### src/rtl/motor_pkg.sv
// Shared widths, FSM state encoding and small helpers for the step/dir monitor.
package motor_pkg;

  localparam int POS_W = 19;
  localparam int DIV_W = 15;

  localparam logic [DIV_W-1:0] GAP_MAX = 15'h7FFF;
  localparam logic [DIV_W-1:0] GAP_ONE = 15'h0001;

  typedef enum logic [1:0] {
    ST_IDLE  = 2'b00,
    ST_ARMED = 2'b01,
    ST_RUN   = 2'b10
  } mon_state_e;

  // A zero divider selects the longest representable timeout.
  function automatic logic [DIV_W-1:0] eff_timeout(input logic [DIV_W-1:0] div);
    logic [DIV_W-1:0] res;
    if (div == {DIV_W{1'b0}}) begin
      res = GAP_MAX;
    end else begin
      res = div;
    end
    return res;
  endfunction

endpackage

### src/rtl/step_dir_monitor_chk.sv
// Structural invariants of the step/dir monitor outputs and FSM encoding.
module step_dir_monitor_chk (
  input logic       clk_i,
  input logic       rst_i,
  input logic       valid_i,
  input logic       moving_i,
  input logic [1:0] state_i
);

  a_valid_implies_moving: assert property (
    @(posedge clk_i) disable iff (rst_i) valid_i |-> moving_i
  );

  a_state_legal: assert property (
    @(posedge clk_i) disable iff (rst_i) state_i != 2'b11
  );

endmodule

### src/rtl/sync_edge_det.sv
// Multi-stage input synchronizer with an edge detector on the synchronized level.
module sync_edge_det #(
  parameter int STAGES    = 2,
  parameter bit RISE_ONLY = 1'b1
) (
  input  logic clk_i,
  input  logic rst_i,
  input  logic async_i,
  output logic sync_o,
  output logic edge_o
);

  localparam int STG = (STAGES < 2) ? 2 : STAGES;

  logic [STG-1:0] sync_q;
  logic           prev_q;
  logic [STG:0]   vld_q;

  // Synchronizer chain, previous-level register and pipeline-fill tracker.
  always_ff @(posedge clk_i or posedge rst_i) begin
    if (rst_i) begin
      sync_q <= {STG{1'b0}};
      prev_q <= 1'b0;
      vld_q  <= {(STG + 1){1'b0}};
    end else begin
      sync_q <= {sync_q[STG-2:0], async_i};
      prev_q <= sync_q[STG-1];
      vld_q  <= {vld_q[STG-1:0], 1'b1};
    end
  end

  assign sync_o = sync_q[STG-1];

  // Edges are suppressed until both the level and its predecessor hold real
  // samples, so a line already high at reset release never looks like a rise.
  always_comb begin
    edge_o = 1'b0;
    if (!vld_q[STG]) begin
      edge_o = 1'b0;
    end else if (RISE_ONLY) begin
      edge_o = sync_q[STG-1] & ~prev_q;
    end else begin
      edge_o = sync_q[STG-1] ^ prev_q;
    end
  end

endmodule

### src/rtl/step_dir_monitor.sv
// Step/direction input monitor: position accumulator, step-period measurement,
// motion detection and direction-setup violation flag.
module step_dir_monitor
  import motor_pkg::*;
#(
  parameter int SYNC_STAGES = 2,
  parameter int DIR_SETUP   = 4
) (
  input  logic             CLK,
  input  logic             reset,
  input  logic             stepIn,
  input  logic             dirIn,
  input  logic             dirInvert,
  input  logic             posLoad,
  input  logic [POS_W-1:0] posLoadVal,
  input  logic [DIV_W-1:0] timeoutDiv,
  input  logic             errClear,
  output logic [POS_W-1:0] position,
  output logic [DIV_W-1:0] stepPeriod,
  output logic             periodValid,
  output logic             moving,
  output logic             dirSetupErr
);

  localparam int AGE_W = (DIR_SETUP < 1) ? 1 : $clog2(DIR_SETUP + 1);
  localparam logic [AGE_W-1:0] AGE_MAX = AGE_W'(DIR_SETUP);
  localparam logic [AGE_W-1:0] AGE_ONE = AGE_W'(1);
  localparam logic [POS_W-1:0] POS_ONE = POS_W'(1);

  logic step_rise_s;
  logic step_lvl_s;
  logic step_edge_s;
  logic dir_sync_s;
  logic dir_chg_s;
  logic eff_dir_s;
  logic timeout_s;

  logic [POS_W-1:0] pos_q, pos_d;
  logic [DIV_W-1:0] gap_q, gap_d;
  logic [DIV_W-1:0] period_q, period_d;
  logic             valid_q, valid_d;
  logic             moving_q, moving_d;
  logic             err_q, err_d;
  logic [AGE_W-1:0] age_q, age_d;
  mon_state_e       state_q, state_d;

  sync_edge_det #(
    .STAGES   (SYNC_STAGES),
    .RISE_ONLY(1'b1)
  ) u_step_sync (
    .clk_i  (CLK),
    .rst_i  (reset),
    .async_i(stepIn),
    .sync_o (step_lvl_s),
    .edge_o (step_rise_s)
  );

  sync_edge_det #(
    .STAGES   (SYNC_STAGES),
    .RISE_ONLY(1'b0)
  ) u_dir_sync (
    .clk_i  (CLK),
    .rst_i  (reset),
    .async_i(dirIn),
    .sync_o (dir_sync_s),
    .edge_o (dir_chg_s)
  );

  assign step_edge_s = step_rise_s & step_lvl_s;
  assign eff_dir_s   = dir_sync_s ^ dirInvert;
  assign timeout_s   = (gap_q == eff_timeout(timeoutDiv));

  // Position accumulator; a load discards any step edge in the same cycle.
  always_comb begin
    pos_d = pos_q;
    if (posLoad) begin
      pos_d = posLoadVal;
    end else if (step_edge_s) begin
      if (eff_dir_s) begin
        pos_d = pos_q + POS_ONE;
      end else begin
        pos_d = pos_q - POS_ONE;
      end
    end else begin
      pos_d = pos_q;
    end
  end

  // Cycles since the last step edge, saturating.
  always_comb begin
    gap_d = gap_q;
    if (step_edge_s) begin
      gap_d = GAP_ONE;
    end else if (gap_q != GAP_MAX) begin
      gap_d = gap_q + GAP_ONE;
    end else begin
      gap_d = gap_q;
    end
  end

  // Motion FSM; a step edge always beats a coincident timeout.
  always_comb begin
    state_d  = state_q;
    moving_d = moving_q;
    valid_d  = valid_q;
    period_d = period_q;
    case (state_q)
      ST_IDLE: begin
        valid_d = 1'b0;
        if (step_edge_s) begin
          state_d  = ST_ARMED;
          moving_d = 1'b1;
        end else begin
          moving_d = 1'b0;
        end
      end
      ST_ARMED, ST_RUN: begin
        if (step_edge_s) begin
          state_d  = ST_RUN;
          period_d = gap_q;
          valid_d  = 1'b1;
          moving_d = 1'b1;
        end else if (timeout_s) begin
          state_d  = ST_IDLE;
          valid_d  = 1'b0;
          moving_d = 1'b0;
        end else begin
          state_d = state_q;
        end
      end
      default: begin
        state_d  = ST_IDLE;
        valid_d  = 1'b0;
        moving_d = 1'b0;
      end
    endcase
  end

  // Direction age and sticky setup-violation flag (set beats clear).
  always_comb begin
    age_d = age_q;
    err_d = err_q;
    if (dir_chg_s) begin
      age_d = {AGE_W{1'b0}};
    end else if (age_q < AGE_MAX) begin
      age_d = age_q + AGE_ONE;
    end else begin
      age_d = age_q;
    end
    if (step_edge_s && (age_q < AGE_MAX)) begin
      err_d = 1'b1;
    end else if (errClear) begin
      err_d = 1'b0;
    end else begin
      err_d = err_q;
    end
  end

  // State and output registers.
  always_ff @(posedge CLK or posedge reset) begin
    if (reset) begin
      pos_q    <= {POS_W{1'b0}};
      gap_q    <= {DIV_W{1'b0}};
      period_q <= {DIV_W{1'b0}};
      valid_q  <= 1'b0;
      moving_q <= 1'b0;
      err_q    <= 1'b0;
      age_q    <= AGE_MAX;
      state_q  <= ST_IDLE;
    end else begin
      pos_q    <= pos_d;
      gap_q    <= gap_d;
      period_q <= period_d;
      valid_q  <= valid_d;
      moving_q <= moving_d;
      err_q    <= err_d;
      age_q    <= age_d;
      state_q  <= state_d;
    end
  end

  assign position    = pos_q;
  assign stepPeriod  = period_q;
  assign periodValid = valid_q;
  assign moving      = moving_q;
  assign dirSetupErr = err_q;

  step_dir_monitor_chk u_chk (
    .clk_i   (CLK),
    .rst_i   (reset),
    .valid_i (valid_q),
    .moving_i(moving_q),
    .state_i (state_q)
  );

endmodule

### config.mk
export PLATFORM = sky130hd
export DESIGN_NAME = step_dir_monitor
export DESIGN_NICKNAME = d
export VERILOG_FILES = /design/src/rtl/motor_pkg.sv /design/src/rtl/step_dir_monitor_chk.sv /design/src/rtl/sync_edge_det.sv /design/src/rtl/step_dir_monitor.sv
export SDC_FILE = /design/constraint.sdc
export NUM_CORES = 1
export LEC_CHECK = 0
export ABC_CLOCK_PERIOD_IN_PS = 4050
export BUFFER_PORTS_ARGS = -buffer_cell sky130_fd_sc_hd__buf_2
export CAP_MARGIN = 20
export CORE_ASPECT_RATIO = 0.9
export CORE_MARGIN = 1
export CORE_UTILIZATION = 55
export CTS_CLUSTER_DIAMETER = 120
export DETAILED_ROUTE_END_ITERATION = 8
export GPL_TIMING_DRIVEN = 0
export PLACE_DENSITY = 0.82
export RECOVER_POWER = 25
export SLEW_MARGIN = 0
export SYNTH_ARGS = -nofsm -noshare
export SYNTH_HDL_FRONTEND = slang
export SYNTH_SLANG_ARGS = --single-unit
### constraint.sdc
create_clock -name CLK -period 4.05 [get_ports CLK]
set_input_delay 0.6075 -clock CLK [delete_from_list [all_inputs] [get_ports CLK]]
set_output_delay 0.6075 -clock CLK [all_outputs]
set_load 0.05 [all_outputs]
After elaboration in Yosys (flattened, before gate mapping)
Cells that the tools add are included.
{"block": "classes", "n_addsub": 4, "magnitude_cmp": 1, "eq_ne": 6, "n_mux": 21, "bitwise_logic": 5, "reduce_logical": 10}
{"cell": "2-to-1 mux 19 bit", "count": 3}
{"cell": "2-to-1 mux 15 bit", "count": 3}
{"cell": "adder 19 x 1 -> 19 bit, second input constant", "count": 1}
{"cell": "subtractor 19 x 1 -> 19 bit, second input constant", "count": 1}
{"cell": "adder 15 x 1 -> 15 bit, second input constant", "count": 1}
{"cell": "equality test 15 bit", "count": 1}
{"cell": "logical NOT 15 bit", "count": 1}
{"cell": "!= test 15 bit, second input constant", "count": 1}
{"cell": "2-to-1 mux 1 bit", "count": 8}
{"cell": "nonzero test 2 bit", "count": 4}
{"cell": "2-to-1 mux 2 bit", "count": 3}
{"cell": "2-to-1 mux 3 bit", "count": 2}
{"cell": "one-hot mux 2 bit (2 select lines)", "count": 1}
{"cell": "AND reduction 2 bit", "count": 2}
{"cell": "adder 3 x 1 -> 3 bit, second input constant", "count": 1}
{"cell": "< comparator 3 bit, second input constant", "count": 1}
{"cell": "!= test 3 bit, second input constant", "count": 1}
{"cell": "bitwise AND 1 bit", "count": 2}
{"cell": "equality test 2 x 1 -> 1 bit, second input constant", "count": 1}
{"cell": "equality test 2 bit, second input constant", "count": 1}
{"cell": "logical NOT 2 bit", "count": 1}
{"cell": "!= test 2 bit, second input constant", "count": 1}
{"cell": "one-hot mux 1 bit (2 select lines)", "count": 1}
{"cell": "OR reduction 2 bit", "count": 1}
{"cell": "3 further kinds", "count": 4}
{"block": "word_totals", "register_bits": 69, "in_bits": 41, "output_inout_bits": 37, "wordCells": 61}

Depth between registers and ports, before layout
Gate-level depths: netlist of the first run.
{"block": "depth", "word_depth": 6, "mapped_depth": 11, "mapped_depth_nobuf": 9}

Modules after synthesis
From an unflattened synthesis of the first run, not the netlist that was laid out.
{"block": "unflattened", "hier_cells": 395, "area_unflattened_um2": 3743.6}
{"module": "step_dir_monitor", "n_inst": 1, "cells_per_inst": 376, "area_per_inst_um2": 3404.5, "seq_area_each_um2": 1427.6}
{"module": "sync_edge_det at u_dir_sync", "n_inst": 1, "cells_per_inst": 10, "area_per_inst_um2": 172.7, "seq_area_each_um2": 150.1}
{"module": "sync_edge_det at u_step_sync", "n_inst": 1, "cells_per_inst": 9, "area_per_inst_um2": 166.4, "seq_area_each_um2": 150.1}

Worst setup path after synthesis of the first run
Ideal clock, no wire load.
{"block": "synth_path", "path_kind": "input-to-reg", "startpoint": "in dirInvert", "endpoint": "reg pos_q[14] (netlist: position[14])", "setup_ps": 125, "arrival_ps": 3030, "required_time_ps": 3925, "setup_slack_ps": 895, "cell_stages": 11, "n_path_buf": 2, "path_cell_list": "xor2_1 > buf_2 > buf_2 > xnor2_1 > ha_1 > nor3_1 > a32o_1 > or3_1 > a21oi_1 > xor2_1 > mux2_2"}
{"block": "synth_via", "elab_chain_len": 4}
{"item": "start, declared", "line": "step_dir_monitor.sv:13", "text": "input logic dirInvert,"}
{"item": "bitwise XOR 1 bit", "line": "step_dir_monitor.sv:70", "text": "assign eff_dir_s = dir_sync_s ^ dirInvert;"}
{"item": "2-to-1 mux 19 bit", "line": "step_dir_monitor.sv:79", "text": "if (eff_dir_s) begin"}
{"item": "2-to-1 mux 19 bit", "line": "step_dir_monitor.sv:78", "text": "end else if (step_edge_s) begin"}
{"item": "2-to-1 mux 19 bit", "line": "step_dir_monitor.sv:76", "text": "if (posLoad) begin"}
{"item": "end signal, assigned", "line": "step_dir_monitor.sv:162", "text": "pos_q <= {POS_W{1'b0}};"}
{"item": "end signal, assigned", "line": "step_dir_monitor.sv:171", "text": "pos_q <= pos_d;"}
{"item": "end, declared", "line": "step_dir_monitor.sv:38", "text": "logic [POS_W-1:0] pos_q, pos_d;"}
Every way passes these cells. The select of a mux whose other input is x is not followed.
A chain may end at the register's enable or synchronous reset.

Final worst setup path of the first run
{"block": "layout_path", "startpoint": "reg u_dir_sync.sync_q[1]", "endpoint": "reg pos_q[14] (netlist: position[14])"}
{"block": "layout_via", "elab_chain_len": 4}
{"item": "start, declared", "line": "sync_edge_det.sv:15", "text": "logic [STG-1:0] sync_q;"}
{"item": "start signal, assigned", "line": "sync_edge_det.sv:22", "text": "sync_q <= {STG{1'b0}};"}
{"item": "start signal, assigned", "line": "sync_edge_det.sv:26", "text": "sync_q <= {sync_q[STG-2:0], async_i};"}
{"item": "bitwise XOR 1 bit", "line": "step_dir_monitor.sv:70"}
{"item": "2-to-1 mux 19 bit", "line": "step_dir_monitor.sv:79"}
{"item": "2-to-1 mux 19 bit", "line": "step_dir_monitor.sv:78"}
{"item": "2-to-1 mux 19 bit", "line": "step_dir_monitor.sv:76"}
Every way passes these cells. The select of a mux whose other input is x is not followed.

==> results of run 1 <==
==> per-stage QoR <==
step | worst slack [ns] | area (µm²) | power, mW
final | 0.4266 | 4472 | 2.009
after global routing | 0.2603 | 4472 | 2.114
after CTS | 0.5109 | 4488 | 2.017
after detailed placement | 0.2378 | 4317 | 1.532
after global placement | 0.3400 | 4297 | 1.506
after floorplan | 0.8953 | 3799 | 1.353
==> sequential cells by signal, summed over array words and instances (netlist names) <==
name,cells
stepPeriod,15
gap_q,15
u_dir_sync.sync_q,2
u_step_sync.sync_q,2
u_step_sync.prev_q,1
u_dir_sync.prev_q,1
position,19
dirSetupErr,1
u_dir_sync.vld_q,3
moving,1
periodValid,1
state_q,2
age_q,3
==> cell usage after synthesis, types with 2 or more instances <==
master and n:
a21oi_1 16, a221o_1 2, a22oi_1 4, a31o_2 2, a31oi_1 4, a32o_1 2
a41oi_1 2, and2_1 3, and3_1 6, buf_2 3, buf_6 3, clkbuf_1 20
dfrtp_1 65, ha_1 5, inv_1 17, mux2_2 22, mux2i_1 8, nand2_1 34
nand2b_1 3, nand3_1 17, nand4_1 17, nor2_1 35, nor3_1 11, nor4_1 4
nor4_2 2, nor4b_1 2, o21ai_0 21, o21bai_1 2, o221ai_1 3, o22ai_1 6
or3_1 2, or4_1 3, xnor2_1 23, xor2_1 17
==> power by group through the flow <==
stage                     logic [mW]  clock network, mW  registers [mW]
after floorplan                0.313                  0            1.04
after global placement         0.640                  0           0.866
after detailed placement       0.662                  0           0.870
after CTS                      0.665              0.493           0.859
after global routing           0.717              0.521           0.876
final                          0.664              0.485           0.861
==> worst paths after layout <==
kind                                            endpoint  slack, ns                      startpoint  depth (start not counted)
max in group asynchronous           age_q[0]$_DFFE_PP0P_       0.98                           reset                          3
max reg2reg                     position[14]$_DFFE_PP0P_       0.43  u_dir_sync.sync_q[1]$_DFF_PP0_                         11
min reg2reg                u_dir_sync.vld_q[2]$_DFF_PP0_       0.34   u_dir_sync.vld_q[1]$_DFF_PP0_                          0
max                             position[14]$_DFFE_PP0P_       0.43  u_dir_sync.sync_q[1]$_DFF_PP0_                         11
min in group asynchronous  u_dir_sync.vld_q[0]$_DFF_PP0_       0.44                           reset                          2
min                        u_dir_sync.vld_q[2]$_DFF_PP0_       0.34   u_dir_sync.vld_q[1]$_DFF_PP0_                          0
==> layout make-up <==
cell class,instances,area share [%]
multi-input combinational,294,43.79
sequential,66,36.96
clock inverter,5,0.6715
buffer,26,2.770
timing repair buffer,78,8.702
tap,90,2.518
inverter,17,1.427
clock buffer,11,3.162
==> metal layers <==
metal | vias to the layer above | wire [µm]
li1 | 1616 | -
met4 | 0 | 159
met5 | - | 0
met2 | 174 | 4423
met1 | 1668 | 4221
met3 | 22 | 636
==> cell families (layout without fill, tap and decap cells) <==
family	count (synthesis)	count (layout)
simple gates	149	149
compound gates	69	69
flops	66	66
buf+inv	43	137
xor+xnor	40	40
mux	30	30
fa+ha+maj	5	5
other cells	1	1
==> critical path: cells and delay by family (launching register included) <==
kind            cells  cell delay (ns)
compound gates      1             0.18
buf+inv             2             0.59
xor+xnor            3             0.81
mux                 1             0.26
fa+ha+maj           1             0.30
simple gates        3             0.93
flops               1             0.44
==> summary.md, run 1 <==
| Metric | Value |
|---|---|
| Crit-path cells | `xor2_1, buf_2, buf_2, xnor2_1, ha_1, and2_1, nand4_1, or3_1, a21oi_1, xor2_1, mux2_2` |
| RSZ-0062 raised after global routing | `no` |
| Final Util | `67.54%` |
| Largest area contributor in the netlist | `dfrtp_1` |
| Largest net degree at the start of global routing | `44` |
| First-pass GRT wire length | `15050 µm` |
| Final Max Tran Viols | `44` |
| Multiplexer share of the synthesized area | `8.630%` |
| Root buf cell | `clkbuf_8` |
| Crit Path Class | `flop to flop` |
| Endpoints failing hold | `0` |
| DRC | `0` |
| Psw | `0.7931 mW` |
| Post-CTS Resized | `0` |
| CP max stage cell | `xor2_1` |
| WHS | `0.3417 ns` |
| Fillers | `550` |
| Crit-path max cell delay | `0.57 ns` |
| Final std cells w/o fill | `587` |
| Synth warn | `0` |
| Io pins | `78` |
| Initial core utilization | `57.37%` |
| H-tree levels | `3` |
| RePlAce Congestion | `0.9176` |
| Area delta synth->final | `17.72%` |
| Seq pwr share | `42.8%` |
| Int Power | `1.216 mW` |
| Post-synthesis simple-gate area fraction | `20.29%` |
| CTS tree | `yes` |
| Synth Area in Adders | `1.647%` |
| Fraction of layout cells with a size suffix above 1 | `25.75%` |
| Detailed Route WL | `9441 µm` |
| IO buf count | `77` |
| Flops & latches, synth | `66` |
| Core area | `6621 µm²` |
| Hold Path Class | `flop to flop` |
| Failing checks | `max-capacitance violations, max-slew violations` |
| Hold Buf Count CTS | `0` |
| Period utilization | `89.47%` |
| # placed instances | `571` |
| Most frequent cells in the layout | `80 x buf_2, 65 x dfrtp_1, 35 x nor2_1, 34 x nand2_1, 23 x xnor2_1` |
| ANT nets after route | `0` |
| Syn Inst Count | `403` |
| Synth top area share | `42.82%` |
| Footprint of the multi-input gates | `1958 µm²` |
| Clock share of power | `24.1%` |
| Mapped Avg Cell Area | `9.426 µm²` |
| M3 GR Usage | `6.707%` |
| Worst Path Max Fanout | `10` |
| HPWL after DPL | `6817 µm` |
| Compound-Gate Fraction of Synth Area | `11.66%` |
| Startpoint type of the worst setup path | `flop` |
| Initial DRC count | `366` |
| DR vias | `3480` |
| CTS sink count | `66` |
| Clock skew | `0.008359 ns` |
| Min Clock Period, post-route | `3.623 ns` |
| Synth Flop Type | `dfrtp_1` |
| Worst slew pin tran | `2.285 ns` |
| Vias in the first global route | `3206` |
| Net count, final | `538` |
| Clock Tree Buf Depth | `2` |
| Inserted Diodes | `0` |
| WP data arrival | `3.85 ns` |
| Pwr dens | `449.3 nW/µm²` |
| Post-synth EDFFs | `0` |
| Register area | `1653 µm²` |
| Global-route met2 utilization | `41.44%` |
| Layer with the highest usage | `met2` |
| Mapped Nets | `449` |
| MaxCap Viol Count | `1` |
| Detailed Routing Iterations Pass 1 | `5` |
| Dominant cells by area after synthesis | `dfrtp_1 43%, mux2_2 6.5%, xnor2_1 5.3%` |
| Combinational power share | `33.0%` |
| # Post-CTS Setup Buffers | `0` |
| Gr usage total | `27.42%` |
| Max transition margin | `-52.33%` |
| DR vias/cell | `5.928` |
| Number of CTS-inserted buffers | `9` |
| Leak | `2.009 nW` |
| CP Capture Type | `flop` |
| Status | `finished with violations` |
| Post-Syn Area | `3799 µm²` |
| Post-DR wirelength/cell | `16.08 µm` |
| Met1 Usage GRT | `37.84%` |
| Clock network latency to the later pin of the worst-skew pair | `0.34 ns` |
| Reg clk slew, reported paths | `0.07 ns` |
| Worst Path Required | `4.28 ns` |
| Max Clk Rate | `0.2760 GHz` |
| Setup_tns | `0 ns` |
| Asr flop ratio synth | `100.0%` |
| Width of the chip | `89.60 µm` |
| Die Span Y | `80.84 µm` |
| DIE AREA | `7243 µm²` |
| Unique cell type count in the Yosys netlist | `51` |
| Final setup fails | `0` |
| Total grt overflow | `0` |
| Synth Area in XOR/XNOR | `9.223%` |
| Largest family of logic cells by synthesized area | `simple AND/OR/NAND/NOR gates` |
| Most common cell after layout, fill and taps aside | `buf_2` |
| Initial antenna violation count | `0` |
| Sequential area share after synthesis | `43.51%` |
| Worst vdd ir | `0.0003956 V` |
| Rows | `28` |
| Switching share of power | `39.47%` |
(Power assumes the default switching activity.)
==> run 2: changes to the inputs <==
--- a/config.mk
+++ b/config.mk
@@ -7,3 +7,3 @@
 export LEC_CHECK = 0
-export ABC_CLOCK_PERIOD_IN_PS = 4050
+export ABC_CLOCK_PERIOD_IN_PS = 4300
 export BUFFER_PORTS_ARGS = -buffer_cell sky130_fd_sc_hd__buf_2
@@ -12,3 +12,3 @@
 export CORE_MARGIN = 1
-export CORE_UTILIZATION = 55
+export CORE_UTILIZATION = 59
 export CTS_CLUSTER_DIAMETER = 120
@@ -16,3 +16,3 @@
 export GPL_TIMING_DRIVEN = 0
-export PLACE_DENSITY = 0.82
+export PLACE_DENSITY = 0.87
 export RECOVER_POWER = 25
==> constraint.sdc (replaced) <==
create_clock -name CLK -period 4.3 [get_ports CLK]
set_input_delay 1.075 -clock CLK [delete_from_list [all_inputs] [get_ports CLK]]
set_output_delay 1.075 -clock CLK [all_outputs]
set_load 0.05 [all_outputs]
==> run 2 against run 1 <==
The flow still finishes with violations (max-capacitance violations, max-slew violations). Total power decreased by 2.4%. Sequential share of layout area decreased by 0.093 points. Count of clock-buffer cells in the layout decreased by 2. Die area decreased by 6.6%. Largest power group unchanged. First-iteration DRC count increased by 16%. Highest routed layer unchanged. Non-clock buffer count unchanged. Final cell count decreased by 0.51%.
==> summary.md, run 2 (synthesis results as in run 1) <==
| Metric | Value |
|---|---|
| Inserted Diodes | `0` |
| Setup_tns | `0 ns` |
| Worst Path Required | `4.53 ns` |
| Rows | `27` |
| Clock skew | `0.01536 ns` |
| Max transition margin | `-56.21%` |
| Io pins | `78` |
| Critical path origin | `dirInvert` |
| RSZ-0062 raised after global routing | `no` |
| Area delta synth->final | `18.02%` |
| First-pass GRT wire length | `15360 µm` |
| HPWL after DPL | `6727 µm` |
| CTS sink count | `66` |
| # Post-CTS Setup Buffers | `0` |
| Vias in the first global route | `3234` |
| Core area | `6182 µm²` |
| Hold Path Class | `flop to flop` |
| Status | `finished with violations` |
| Hold Buf Count CTS | `0` |
| IO buf count | `77` |
| Worst vdd ir | `0.0004809 V` |
| Failing checks | `max-capacitance violations, max-slew violations` |
| Number of CTS-inserted buffers | `9` |
| Min Clock Period, post-route | `3.989 ns` |
| Fraction of layout cells with a size suffix above 1 | `25.75%` |
| Total grt overflow | `0` |
| Max Clk Rate | `0.2507 GHz` |
| Die Span Y | `78.12 µm` |
| Post-CTS Resized | `0` |
| DRC | `0` |
| CP Capture Type | `flop` |
| Detailed Route WL | `9365 µm` |
| Psw | `0.7706 mW` |
| Pwr dens | `437.3 nW/µm²` |
| Most frequent cells in the layout | `80 x buf_2, 65 x dfrtp_1, 35 x nor2_1, 34 x nand2_1, 23 x xnor2_1` |
| CTS tree | `yes` |
| Reg2Reg Setup Slack | `0.68 ns` |
| Initial DRC count | `426` |
| Switching share of power | `39.30%` |
| Crit Path Class | `input port to flop` |
| Capturing point of the worst reg2reg path | `position[14]$_DFFE_PP0P_` |
| H-tree levels | `3` |
| Leak | `2.017 nW` |
| Seq pwr share | `41.6%` |
| CP max stage cell | `xor2_1` |
| Power Total | `1.961 mW` |
| Crit-path max cell delay | `0.51 ns` |
| Clock network latency to the later pin of the worst-skew pair | `0.35 ns` |
| Crit path top cell by count | `buf_2` |
| Root buf cell | `clkbuf_8` |
| Max reg flops | `19` |
| Worst slew pin tran | `2.343 ns` |
| Width of the chip | `86.58 µm` |
| Fillers | `481` |
| Endpoints failing hold | `0` |
| Final setup fails | `0` |
| Period utilization | `92.76%` |
| Int Power | `1.190 mW` |
| RR Startpoint | `u_dir_sync.sync_q[1]$_DFF_PP0_` |
| Clock Tree Buf Depth | `2` |
| Worst Path Max Fanout | `10` |
| ANT nets after route | `0` |
| WP data arrival | `4.22 ns` |
| Initial core utilization | `61.45%` |
| Clock share of power | `26.3%` |
| Cells on worst reg2reg path | `11` |
| Post-DR wirelength/cell | `16.04 µm` |
| Final Max Tran Viols | `45` |
| MaxCap Viol Count | `1` |
| DR vias/cell | `5.925` |
| DR vias | `3460` |
| RePlAce Congestion | `0.9326` |
| Startpoint type of the worst setup path | `input port` |
| Initial antenna violation count | `0` |
| Largest net degree at the start of global routing | `45` |
| DIE AREA | `6764 µm²` |
| Hold Path Origin | `u_dir_sync.sync_q[0]$_DFF_PP0_` |
| Reg clk slew, reported paths | `0.07 ns` |
| Combinational power share | `32.1%` |
| Gr usage total | `29.49%` |
| Worst setup path endpoint | `position[14]$_DFFE_PP0P_` |
| Net count, final | `538` |
| Detailed Routing Iterations Pass 1 | `6` |
| Most common cell after layout, fill and taps aside | `buf_2` |
| Crit-path cells | `buf_2, xor2_1, buf_2, buf_2, xnor2_1, ha_1, and2_1, nand4_1, or3_1, a21oi_1, xor2_1, mux2_2` |
run 2: changes by cell type in the layout (fill, tap and decap cells not counted), sizes merged:
cell,delta
clkbuf,-1
clkinvlp,-1
buf,-1
clkinv,+2
bufinv,+1
run 2: power by group through the flow:
stage / clock, mW / sequential [mW] / combinational, mW
final: 0.516 / 0.815 / 0.630
after global routing: 0.550 / 0.826 / 0.681
after CTS: 0.526 / 0.812 / 0.628
after detailed placement: 0 / 0.823 / 0.624
after global placement: 0 / 0.817 / 0.604
after floorplan: 0 / 0.979 / 0.295
run 2: area by class of cell:
cell class | instances | area, µm² | area share [%]
sequential | 66 | 1653 | 36.87
clock buffer | 9 | 123.9 | 2.763
clock inverter | 7 | 70.07 | 1.563
inverter | 17 | 63.81 | 1.423
buffer | 26 | 116.4 | 2.596
timing repair buffer | 78 | 389.1 | 8.680
tap | 87 | 108.9 | 2.428
multi-input combinational | 294 | 1958 | 43.68
run 2: critical path, delay by kind of cell:
family                     cells  cell delay (ns)
xor gates and xnor gates       3             0.77
buffers and inverters          3             0.71
muxes                          1             0.26
adders and majority gates      1             0.30
AOI/OAI and AO/OA              1             0.19
and+or+nand+nor                3             0.92
run 2: metrics by stage:
step	worst slack [ns]	hold WS, ns	area [µm²]	utilization [%]	instances
after CTS	0.4307	0.3445	4507	72.90	584
final	0.3114	0.3419	4483	72.52	584
after detailed placement	0.07665	0.3386	4313	69.76	568
after global placement	0.1362	0.3322	4293	69.44	567
after global routing	0.06815	0.3488	4483	72.52	584
after floorplan	0.6778	0.3312	3799	-	403
run 2: routing by layer:
| metal | GRT usage, % | up-vias | share of wire [%] |
|---|---|---|---|
| li1 | - | 1615 | - |
| met1 | 41.80 | 1630 | 44 |
| met2 | 43.89 | 190 | 45 |
| met3 | 7.466 | 25 | 9.3 |
| met4 | 10.33 | 0 | 1.9 |
| met5 | 0 | - | 0 |
run 2: worst min path at each step:
stage / endpoint / slack, ns / cells after the start
floorplan: u_dir_sync.sync_q[1]$_DFF_PP0_ / 0.33 / 0
global placement: u_dir_sync.vld_q[1]$_DFF_PP0_ / 0.33 / 0
detailed placement: u_dir_sync.sync_q[1]$_DFF_PP0_ / 0.34 / 0
CTS: u_dir_sync.sync_q[1]$_DFF_PP0_ / 0.34 / 0
global route: u_dir_sync.vld_q[2]$_DFF_PP0_ / 0.35 / 0
finish: u_dir_sync.sync_q[1]$_DFF_PP0_ / 0.34 / 0
==> run 3: changes to the inputs <==
Settings changed: CORE_MARGIN 1 to 5.
==> run 3 against run 2 <==
The flow still finishes with violations (max-capacitance violations, max-slew violations). Flip-flop and latch count unchanged. Sequential share of layout area fell by 0.092 points. Worst setup slack worse by 0.071 ns. Clock skew down 0.0080 ns. Worst hold slack improved by 0.0079 ns. Register-to-register slack got worse by 0.06 ns. Final cell count is the same. Via count is 1.2% higher. Count of clock-buffer cells in the layout is 3 higher. Largest cell class unchanged. Largest power group unchanged.
==> summary.md, run 3 (synthesis results as in run 1) <==
| Metric | Value |
|---|---|
| Status | `finished with violations` |
| Failing checks | `max-capacitance violations, max-slew violations` |
| WP data arrival | `4.29 ns` |
| Int Power | `1.222 mW` |
| CTS tree | `yes` |
| Leak | `2.017 nW` |
| Inserted Diodes | `0` |
| Power Total | `1.983 mW` |
| Startpoint type of the worst setup path | `input port` |
| Largest net degree at the start of global routing | `41` |
| DR vias | `3500` |
| Detailed Routing Iterations Pass 1 | `5` |
| Setup_tns | `0 ns` |
| Core area | `6182 µm²` |
| Pwr dens | `441.2 nW/µm²` |
| Clock network latency to the later pin of the worst-skew pair | `0.35 ns` |
| CP Capture Type | `flop` |
| Crit Path Class | `input port to flop` |
| Placement Cell Area | `4313 µm²` |
| Final setup fails | `0` |
| ANT nets after route | `0` |
| Root buf cell | `clkbuf_8` |
| IO buf count | `77` |
| Worst slew pin tran | `2.107 ns` |
| Number of CTS-inserted buffers | `9` |
| # placed instances | `568` |
| Max Clk Rate | `0.2463 GHz` |
| CTS sink count | `66` |
| # Post-CTS Setup Buffers | `0` |
| H-tree levels | `3` |
| Die Span Y | `86.12 µm` |
| Switching share of power | `38.36%` |
| Net count, final | `538` |
| Fraction of layout cells with a size suffix above 1 | `25.55%` |
| Worst Path Required | `4.53 ns` |
| RePlAce Congestion | `0.9399` |
| DIE AREA | `8145 µm²` |
| Gr usage total | `25.92%` |
| Clock share of power | `27.1%` |
| DR vias/cell | `5.993` |
| Worst vdd ir | `0.0004227 V` |
| Min Clock Period, post-route | `4.060 ns` |
| Hold Path Class | `flop to flop` |
| Psw | `0.7606 mW` |
| HPWL after DPL | `7248 µm` |
| MaxCap Viol Count | `1` |
| Most common cell after layout, fill and taps aside | `buf_2` |
| Seq pwr share | `41.1%` |
| Period utilization | `94.41%` |
| Final std cells w/o fill | `584` |
| Combinational power share | `31.8%` |
| Reg clk slew, reported paths | `0.07 ns` |
| Post-route cell area | `4494 µm²` |
| DRC | `0` |
| Post-CTS Resized | `0` |
| Rows | `27` |
| Initial antenna violation count | `0` |
| Worst Path Max Fanout | `10` |
| Initial DRC count | `391` |
| Max reg flops | `19` |
| First-pass GRT wire length | `16550 µm` |
| Vias in the first global route | `3454` |
| Initial core utilization | `61.45%` |
| Total grt overflow | `0` |
| Width of the chip | `94.58 µm` |
| Hold Buf Count CTS | `0` |
| Io pins | `78` |
| Clock Tree Buf Depth | `2` |
| Most frequent cells in the layout | `80 x buf_2, 65 x dfrtp_1, 35 x nor2_1, 34 x nand2_1` |
| Detailed Route WL | `9933 µm` |
| Post-DR wirelength/cell | `17.01 µm` |
| Max transition margin | `-40.48%` |
| Endpoints failing hold | `0` |
| RSZ-0062 raised after global routing | `no` |
| Final Max Tran Viols | `41` |
| Fillers | `484` |
| Area delta synth->final | `18.31%` |
| Clock skew | `0.007349 ns` |
run 3: through the flow:
stage	worst slack [ns]	util (%)	hold slack, ns
floorplan	0.6778	-	0.3312
global placement	0.08180	69.44	0.3322
detailed placement	0.03673	69.76	0.3378
CTS	0.3665	73.08	0.3514
global route	0.08990	72.70	0.3646
finish	0.2402	72.70	0.3499
run 3: layout make-up:
class / instances / area [µm²] / area share (%)
timing repair buffer: 78 / 389.1 / 8.658
clock buffer: 12 / 155.1 / 3.452
clock inverter: 4 / 50.05 / 1.114
inverter: 17 / 63.81 / 1.420
buffer: 26 / 116.4 / 2.589
multi-input combinational: 294 / 1958 / 43.57
tap: 87 / 108.9 / 2.422
sequential: 66 / 1653 / 36.78
run 3: layer usage:
metal	wire length [µm]	global-route usage, %	vias to the layer above
met2	4638	39.82	198
li1	-	-	1607
met3	891	7.105	16
met4	117	8.126	0
met1	4286	35.77	1679
met5	0	0	-
run 3: critical path, stage by stage:
cell and delay (ns):
buf_2 0.11, xor2_1 0.54, buf_2 0.34, buf_2 0.28
xnor2_1 0.15, ha_1 0.31, and2_1 0.25, nand4_1 0.24
or3_1 0.46, a21oi_1 0.18, xor2_1 0.09, mux2_2 0.26
run 3: final timing paths:
kind                                                 start                         endpoint  slack (ns)  cells after the start
max                                              dirInvert         position[14]$_DFFE_PP0P_        0.24                     12
min in group asynchronous                            reset         position[16]$_DFFE_PP0P_        0.96                      2
max in group asynchronous                            reset          periodValid$_DFFE_PP0P_        0.85                      3
min reg2reg                u_step_sync.sync_q[0]$_DFF_PP0_  u_step_sync.sync_q[1]$_DFF_PP0_        0.35                      0
min                        u_step_sync.sync_q[0]$_DFF_PP0_  u_step_sync.sync_q[1]$_DFF_PP0_        0.35                      0
max reg2reg                 u_dir_sync.sync_q[1]$_DFF_PP0_         position[14]$_DFFE_PP0P_        0.62                     11
run 3: power by group through the flow:
stage	Clock [mW]	Sequential [mW]	Combinational, mW
finish	0.538	0.815	0.630
global route	0.580	0.827	0.685
CTS	0.549	0.813	0.632
detailed placement	0	0.823	0.625
global placement	0	0.817	0.604
floorplan	0	0.979	0.295
